## src/rtl/arb_pkg.sv

```systemverilog
// Shared types and defaults for the data-memory arbiter.
package arb_pkg;

    typedef enum logic {
        CPU_OWN = 1'b0,
        LD_OWN  = 1'b1
    } owner_t;

    localparam int MAX_WAIT_DEF  = 8;
    localparam int BURST_MAX_DEF = 16;

    localparam logic SEL_CPU = 1'b0;
    localparam logic SEL_LD  = 1'b1;

    function automatic int cnt_width(input int n);
        return (n > 1) ? $clog2(n) : 1;
    endfunction

endpackage

```

## src/rtl/arb_counter.sv

```systemverilog
// Wrap/clear counter over 0..MAX-1, clear has priority; tc_o flags MAX-1.
// Registered count, terminal count is combinational from the register.
module arb_counter
    import arb_pkg::*;
#(
    parameter int MAX = 8
) (
    input  logic clk_i,
    input  logic rst_i,
    input  logic inc_i,
    input  logic clr_i,
    output logic tc_o
);

    localparam int W = cnt_width(MAX);

    logic [W-1:0] cnt_q, cnt_d;

    assign tc_o = (cnt_q == W'(MAX - 1));

    always_comb begin
        cnt_d = cnt_q;
        if (clr_i) begin
            cnt_d = '0;
        end else if (inc_i) begin
            cnt_d = tc_o ? '0 : cnt_q + 1'b1;
        end
    end

    always_ff @(posedge clk_i) begin
        if (!rst_i) begin
            cnt_q <= '0;
        end else begin
            cnt_q <= cnt_d;
        end
    end

endmodule

```

## src/rtl/data_mem_arbiter.sv

```systemverilog
// Shares one single-cycle data-memory port between the CPU memory stage and a loader.
// Zero-latency grant; CPU stalls while the loader owns memory, loader waits up to MAX_WAIT.
module data_mem_arbiter
    import arb_pkg::*;
#(
    parameter int AW        = 32,
    parameter int DW        = 32,
    parameter int MAX_WAIT  = MAX_WAIT_DEF,
    parameter int BURST_MAX = BURST_MAX_DEF
) (
    input  logic          clk_i,
    input  logic          rst_i,
    input  logic          cpu_re_i,
    input  logic          cpu_we_i,
    input  logic [AW-1:0] cpu_addr_i,
    input  logic [DW-1:0] cpu_wdata_i,
    output logic [DW-1:0] cpu_rdata_o,
    output logic          cpu_stall_o,
    input  logic          ld_req_i,
    input  logic          ld_we_i,
    input  logic          ld_last_i,
    input  logic [AW-1:0] ld_addr_i,
    input  logic [DW-1:0] ld_wdata_i,
    output logic          ld_gnt_o,
    output logic [DW-1:0] ld_rdata_o,
    output logic          mem_we_o,
    output logic [AW-1:0] mem_addr_o,
    output logic [DW-1:0] mem_wdata_o,
    input  logic [DW-1:0] mem_rdata_i
);

    owner_t owner_q, owner_d;
    logic   cpu_req;
    logic   sel;
    logic   wait_inc, wait_tc;
    logic   beat_inc, beat_tc;

    assign cpu_req     = cpu_re_i | cpu_we_i;
    assign cpu_rdata_o = mem_rdata_i;
    assign ld_rdata_o  = mem_rdata_i;
    assign mem_addr_o  = (sel == SEL_LD) ? ld_addr_i  : cpu_addr_i;
    assign mem_wdata_o = (sel == SEL_LD) ? ld_wdata_i : cpu_wdata_i;

    always_comb begin
        owner_d     = owner_q;
        sel         = SEL_CPU;
        mem_we_o    = 1'b0;
        ld_gnt_o    = 1'b0;
        cpu_stall_o = 1'b0;
        wait_inc    = 1'b0;
        beat_inc    = 1'b0;
        case (owner_q)
            CPU_OWN: begin
                if (cpu_req) begin
                    mem_we_o = cpu_we_i;
                    if (ld_req_i) begin
                        // Wait counter wraps to zero on the forced hand-over.
                        wait_inc = 1'b1;
                        if (wait_tc) owner_d = LD_OWN;
                    end
                end else begin
                    sel = SEL_LD;
                    if (ld_req_i) begin
                        ld_gnt_o = 1'b1;
                        mem_we_o = ld_we_i;
                        // beat_tc here means a one-beat limit: the burst is already spent.
                        if (!ld_last_i && !beat_tc) begin
                            beat_inc = 1'b1;
                            owner_d  = LD_OWN;
                        end
                    end
                end
            end
            LD_OWN: begin
                sel         = SEL_LD;
                cpu_stall_o = cpu_req;
                ld_gnt_o    = ld_req_i;
                mem_we_o    = ld_req_i & ld_we_i;
                if (ld_req_i && !ld_last_i && !beat_tc) begin
                    beat_inc = 1'b1;
                end else begin
                    owner_d = CPU_OWN;
                end
            end
            default: owner_d = CPU_OWN;
        endcase
        if (!rst_i) begin
            sel         = SEL_CPU;
            mem_we_o    = 1'b0;
            ld_gnt_o    = 1'b0;
            cpu_stall_o = 1'b0;
            owner_d     = CPU_OWN;
        end
    end

    always_ff @(posedge clk_i) begin
        if (!rst_i) begin
            owner_q <= CPU_OWN;
        end else begin
            owner_q <= owner_d;
        end
    end

    arb_counter #(.MAX(MAX_WAIT)) u_wait_cnt (
        .clk_i (clk_i),
        .rst_i (rst_i),
        .inc_i (wait_inc),
        .clr_i (!wait_inc),
        .tc_o  (wait_tc)
    );

    arb_counter #(.MAX(BURST_MAX)) u_beat_cnt (
        .clk_i (clk_i),
        .rst_i (rst_i),
        .inc_i (beat_inc),
        .clr_i (!beat_inc),
        .tc_o  (beat_tc)
    );

endmodule

```

## config.mk

```make
export PLATFORM = sky130hd
export DESIGN_NAME = data_mem_arbiter
export DESIGN_NICKNAME = d
export VERILOG_FILES = /design/src/rtl/arb_pkg.sv /design/src/rtl/arb_counter.sv /design/src/rtl/data_mem_arbiter.sv
export SDC_FILE = /design/constraint.sdc
export NUM_CORES = 1
export LEC_CHECK = 0
export CAP_MARGIN = 20
export CELL_PAD_IN_SITES_DETAIL_PLACEMENT = 1
export CELL_PAD_IN_SITES_GLOBAL_PLACEMENT = 1
export CORE_MARGIN = 3
export CORE_UTILIZATION = 12
export DETAILED_ROUTE_END_ITERATION = 12
export PLACE_DENSITY = 0.85
export SKIP_CTS_REPAIR_TIMING = 1
export SLEW_MARGIN = 10
export SYNTH_ARGS = -nofsm -noshare
export SYNTH_HDL_FRONTEND = slang
export SYNTH_SLANG_ARGS = --single-unit
```

## constraint.sdc

```tcl
create_clock -name clk_i -period 1.5 [get_ports clk_i]
set_input_delay 0.3 -clock clk_i [delete_from_list [all_inputs] [get_ports clk_i]]
set_output_delay 0.3 -clock clk_i [all_outputs]
set_load 0.005 [all_outputs]
```

Yosys cells after proc, flatten, opt, wreduce, memory -nomap -nowiden
Cells that the tools add are included.
- latch bits: 0
- input port bits: 167
- memory bits (writable): 0
- output and inout port bits: 131
- register bits: 8
- logic and storage cells: 46
- bits in read-only memories: 0
- memories: 0
- bitwise gates (word level): 6
- divide/modulo/power cells: 0
- eq/ne operators: 2
- multipliers: 0
- shift operators: 0
- multiplexer cells: 26
- reductions and logical operators: 7
- magnitude comparators: 0
- $add $sub $neg: 2
- operator list (kind ; count):
    32-bit 2-to-1 mux ; 2
    1-bit 2-to-1 mux ; 19
    1-bit one-hot mux with 2 select lines ; 5
    3-bit OR reduction ; 2
    4-bit by 1-bit adder with 4-bit output, second input constant ; 1
    4-bit == test, second input constant ; 1
    1-bit NOT ; 4
    3-bit by 1-bit adder with 3-bit output, second input constant ; 1
    3-bit == test, second input constant ; 1
    1-bit logical AND ; 3
    1-bit logical NOT ; 2
    1-bit AND ; 1
    1-bit bitwise OR ; 1

Logic depth before layout (Yosys ltp)
- depth after elaboration: 9
- mapped depth: 4
- depth with buffers taken out: 4

Hierarchy
From an unflattened synthesis, not the netlist that was laid out.
- cell total of the unflattened synthesis: 185
- area, all modules: 1958.1 µm²
- modules (own cells, without submodules) (module ; area an instance (µm²) ; instances ; sequential area each (µm²) ; cells an instance):
    data_mem_arbiter ; 1627.8 ; 1 ; 20.0 ; 154
    arb_counter at u_beat_cnt ; 187.7 ; 1 ; 80.1 ; 18
    arb_counter at u_wait_cnt ; 142.6 ; 1 ; 60.1 ; 13

Worst setup path before layout
Ideal clock, no wire load.
- path kind: reg-to-output
- start point: register owner_q
- end point: output port mem_addr_o[10]
- slack: 0.069 ns
- cell stages (with the launch flop): 5
- buffers on the path: 1
- data arrival time: 1.131 ns
- data required time: 1.200 ns
- cell sequence: dfxtp_1 -> o21bai_4 -> nand2_4 -> buf_6 -> mux2_4
- longest elaborated chain between the ends: 4
- RTL lines (item ; RTL line ; text):
    from (decl) ; data_mem_arbiter.sv:32 ; owner_t owner_q, owner_d;
    from (signal assigned) ; data_mem_arbiter.sv:100 ; owner_q <= owner_d;
    1-bit NOT ; - ;
    1-bit one-hot mux with 2 select lines * ; data_mem_arbiter.sv:52 ; case (owner_q)
    1-bit 2-to-1 mux * ; data_mem_arbiter.sv:87 ; if (!rst_i) begin
    32-bit 2-to-1 mux * ; data_mem_arbiter.sv:41 ; assign mem_addr_o = (sel == SEL_LD) ? ld_addr_i : cpu_addr_i;
    to (decl) ; data_mem_arbiter.sv:27 ; output logic [AW-1:0] mem_addr_o,
Mark *: on every way between the ends. The rest lies on a longest branch, timed or not.

Worst setup path in the final report
- start point: register owner_q
- end point: output port mem_wdata_o[29]
- longest elaborated chain between the ends: 4
- RTL lines (item ; RTL line ; text):
    1-bit NOT ; - ;
    1-bit one-hot mux with 2 select lines * ; data_mem_arbiter.sv:52 ;
    1-bit 2-to-1 mux * ; data_mem_arbiter.sv:87 ;
    32-bit 2-to-1 mux * ; data_mem_arbiter.sv:42 ; assign mem_wdata_o = (sel == SEL_LD) ? ld_wdata_i : cpu_wdata_i;
    to (decl) ; data_mem_arbiter.sv:28 ; output logic [DW-1:0] mem_wdata_o,
Marked as above.

==> flow_results.org <==
** Setup path
- Worst endpoint data arrival time :: 1730 ps
- Critical path's largest stage delay :: 320 ps
- Together, buffers and inverters on the worst path number 4.
- Levels on crit path :: 7
- Critical path launch point type :: flop
- STA puts the critical path data required time at 1200 ps.
- The worst register-to-register path begins at u_wait_cnt.cnt_q[0].
- Crit end category :: output port
- Broken down by cell family, the worst path's largest delay share belongs to buffers and inverters.
- The worst setup path is of the reg -> out kind.
- Standard cell with the maximum stage delay on the critical path :: dfxtp_2
- Critical Path Source :: owner_q
- Cell depth of the worst flop-to-flop path :: 4
- Worst-path cell chain :: o21bai_4, nand2_8, clkbuf_16, buf_8, buf_6, mux2_4, buf_6
- Crit Path Max Fanout :: 8
- The cell that appears most often on the critical path is buf_6.

** Global route
- The initial antenna violation count was 0.
- Via count of the first global-routing pass :: 2087
- Global-route wire length before repair :: 12900 um
- Total GRT Usage :: 10.2%
- Entering global routing, the biggest net connects 25 pins.
- GRT overflow :: 0

** Routing
- In this run, the number of DRC markers left after iteration 0 of detailed routing was 37.
- Wires add up to 11800 um.
- Dividing the detail-routed wire length by the instance count gives 21.1 um.
- The count of nets left with antenna violations once routing finished came out at 0.
- DRC :: 0
- Vias per Instance :: 3.64
- Via Count :: 2032
- The first detailed-routing pass ran for 4 iterations.

** Cells and area
- Of the cells placed in the final design, the portion with a size suffix greater than 1 is 56.3%.
- Registers take 161 um^2.
- The filler cells instantiated in the layout total 1648.
- Final Net Count :: 547
- In the final layout, the multi-input gates occupy 1190 um^2.
- Layout-stage area growth over the synthesis result :: 137%
- 0 antenna diodes ended up in the layout.

** Logic synthesis
- In this run the cell area of the synthesized design comes to 1860 um^2.
- Sequential cells were found to cover 8.61% of the synthesized design area.
- Seq cells post-synth :: 8
- After synthesis, the mean cell area works out to 10.9 um^2.
- Synthesized netlist net count :: 341
- During synthesis, Yosys emitted a total of 0 warnings.
- Number of instances in the synthesized netlist :: 171
- Cell variety after synth :: 23

** Floorplan
- Die ar. :: 17000 um^2
- Core region area :: 14900 um^2
- Row Count :: 44
- IO Count :: 298
- Height of the die :: 130 um
- The initial utilization of the core area, before any placement, comes to 12.5%.
- Measured along the x axis, the die boundary spans 130 um.

** Timing
- Setup repair after global routing could not meet its margin everywhere.
- Final-layout setup total negative slack :: -26730 ps
- FMAX :: 494 MHz
- Setup violations remaining at the end of the flow were counted as 64.
- The routed design could run at a clock period as short as 2030 ps.
- In this run the tightest slew margin relative to its limit is 80.4%.
- Number of slew-limit violations in the final report :: 0
- Worst path setup slack after routing :: -525 ps
- Worst slew pin tran :: 294 ps
- Post-Route Skew :: 1.65 ps
- After layout, the worst path uses 135% of the clock period.
- The hold violation total from the final report is 0.

** Hold path
- Number of stages on the worst hold path :: 1
- The worst hold path begins at u_wait_cnt.cnt_q[0].
- Path class of the lowest-slack min-delay path :: reg -> reg

** CTS
- TritonCTS built the clock tree.
- In this run the deepest clock path goes through 2 buffers.
- The clock drives 8 sinks.
- Worst skew pair latency :: 230 ps
- Num CTS Buffers :: 3
- Clock-pin slew was measured on the worst setup and hold paths at 30 ps.
- CTS Root Cell :: clkbuf_16
- In this run the number of H-tree levels came out at 1.

** Pwr
- VDD sags by at most 0.275 mV.
- For this design the static power due to leakage is 2.14 nW.
- Areal power density over the cells :: 421 nW/um^2

** Placed design
- Gpl congestion :: 0.802
- Detailed placement ended at an HPWL of 8690 um.
- Pre-CTS setup slack :: -995 ps
- IO Port Bufs :: 201

** Job
- Max-cap violations :: 0

** Run status
- The flow ran to the end, but the final reports show violations.
- The final reports fail on negative setup slack.
[kinds of logic after synthesis]
| family | synth area share [%] |
|---|---|
| buffers and inverters | 29.9 |
| multiplexers | 50.9 |
| AND/OR/NAND/NOR | 5.38 |
| flip-flops | 8.61 |
| AO/OA/AOI/OAI | 2.29 |
| adder cells (fa/ha/maj) | 2.02 |
| XOR/XNOR | 0.942 |
[final timing paths]
check,end,slack (ps)
max,mem_wdata_o[29],-530
min reg2reg,u_wait_cnt.cnt_q[0],450
min,u_wait_cnt.cnt_q[0],450
max reg2reg,u_wait_cnt.cnt_q[1],300
[state kept, by name (all words and copies together), names as in the netlist]
name / flops
u_beat_cnt.cnt_q: 4
u_wait_cnt.cnt_q: 3
owner_q: 1
[worst register-to-register path, stage by stage, from the launching register on]
cell	delay, ps
dfxtp_1	310
ha_1	200
ha_1	220
nor3_1	250
and2_1	160
[placed cells by master (no fill, tap or decap)]
| cell type | instances |
|---|---|
| clkbuf_16 | 6 |
| clkbuf_2 | 27 |
| buf_4 | 9 |
| buf_12 | 3 |
| ha_1 | 3 |
| nand3_1 | 3 |
| xnor2_1 | 1 |
| nor4_1 | 1 |
| dfxtp_1 | 7 |
| nand2b_4 | 1 |
| clkbuf_4 | 1 |
| nand4_1 | 1 |
| nor2_1 | 4 |
| nor3_1 | 1 |
| xor2_1 | 1 |
| buf_2 | 2 |
| o21ai_0 | 1 |
| buf_8 | 6 |
| a32oi_2 | 1 |
| nor2b_1 | 3 |
| inv_1 | 2 |
| mux2_4 | 63 |
| dfxtp_2 | 1 |
| nand2_1 | 1 |
| nand2_8 | 1 |
| clkdlybuf4s50_1 | 130 |
| buf_6 | 87 |
| nand2_4 | 1 |
| o211a_1 | 1 |
| o21bai_4 | 1 |
| and2_1 | 2 |
| dlymetal6s2s_1 | 2 |
| mux2_2 | 1 |
[through the flow]
stage	power, mW	std cells	utilization (%)	hold WS, ps	instance area, um^2
after floorplan	0.664	171	-	406	1860
after global placement	1.23	501	24.8	416	3690
after detailed placement	1.25	501	24.8	452	3690
after CTS	1.71	504	25.3	460	3770
after global routing	1.95	559	29.7	474	4420
final	1.86	559	29.7	455	4420
[per-layer routing]
| layer | global-route usage, % | vias to the layer above | part of all wire, % |
|---|---|---|---|
| li1 | - | 935 | - |
| met1 | 10.9 | 959 | 35 |
| met2 | 19.7 | 134 | 55 |
| met3 | 3.90 | 4 | 10 |
| met4 | 1.03 | 0 | 0.10 |
| met5 | 0 | - | 0 |
[where the power goes]
group / switching [mW] / internal [mW] / leakage, nW / total (mW)
clock network: 0.0979 / 0.343 / 0.0370 / 0.441
registers: 0.00206 / 0.217 / 0.0652 / 0.219
logic: 0.354 / 0.845 / 2.04 / 1.20
[cell usage after synthesis, drive strengths merged]
library cell | n | share of area (%)
nor3 | 1 | 0.27
o21ai | 1 | 0.27
nor4 | 1 | 0.34
xnor2 | 1 | 0.47
xor2 | 1 | 0.47
and2 | 2 | 0.67
nand2b | 1 | 0.34
inv | 2 | 0.40
mux2 | 64 | 51
ha | 3 | 2.0
buf | 70 | 29
nand4 | 1 | 0.34
o21bai | 1 | 1.0
dfxtp | 8 | 8.6
nand3 | 3 | 0.81
nand2 | 2 | 0.81
a32oi | 1 | 0.47
o211a | 1 | 0.54
nor2 | 4 | 0.81
nor2b | 3 | 1.0
[cell type report]
type                       count  share of cell area [%]
clock buffer                   3                    1.70
inverter                       2                   0.170
multi-input combinational     92                    26.9
sequential                     8                    3.66
tap                          184                    5.21
timing repair buffer         270                    62.3
No activity file was read; power rests on OpenSTA's default activity.
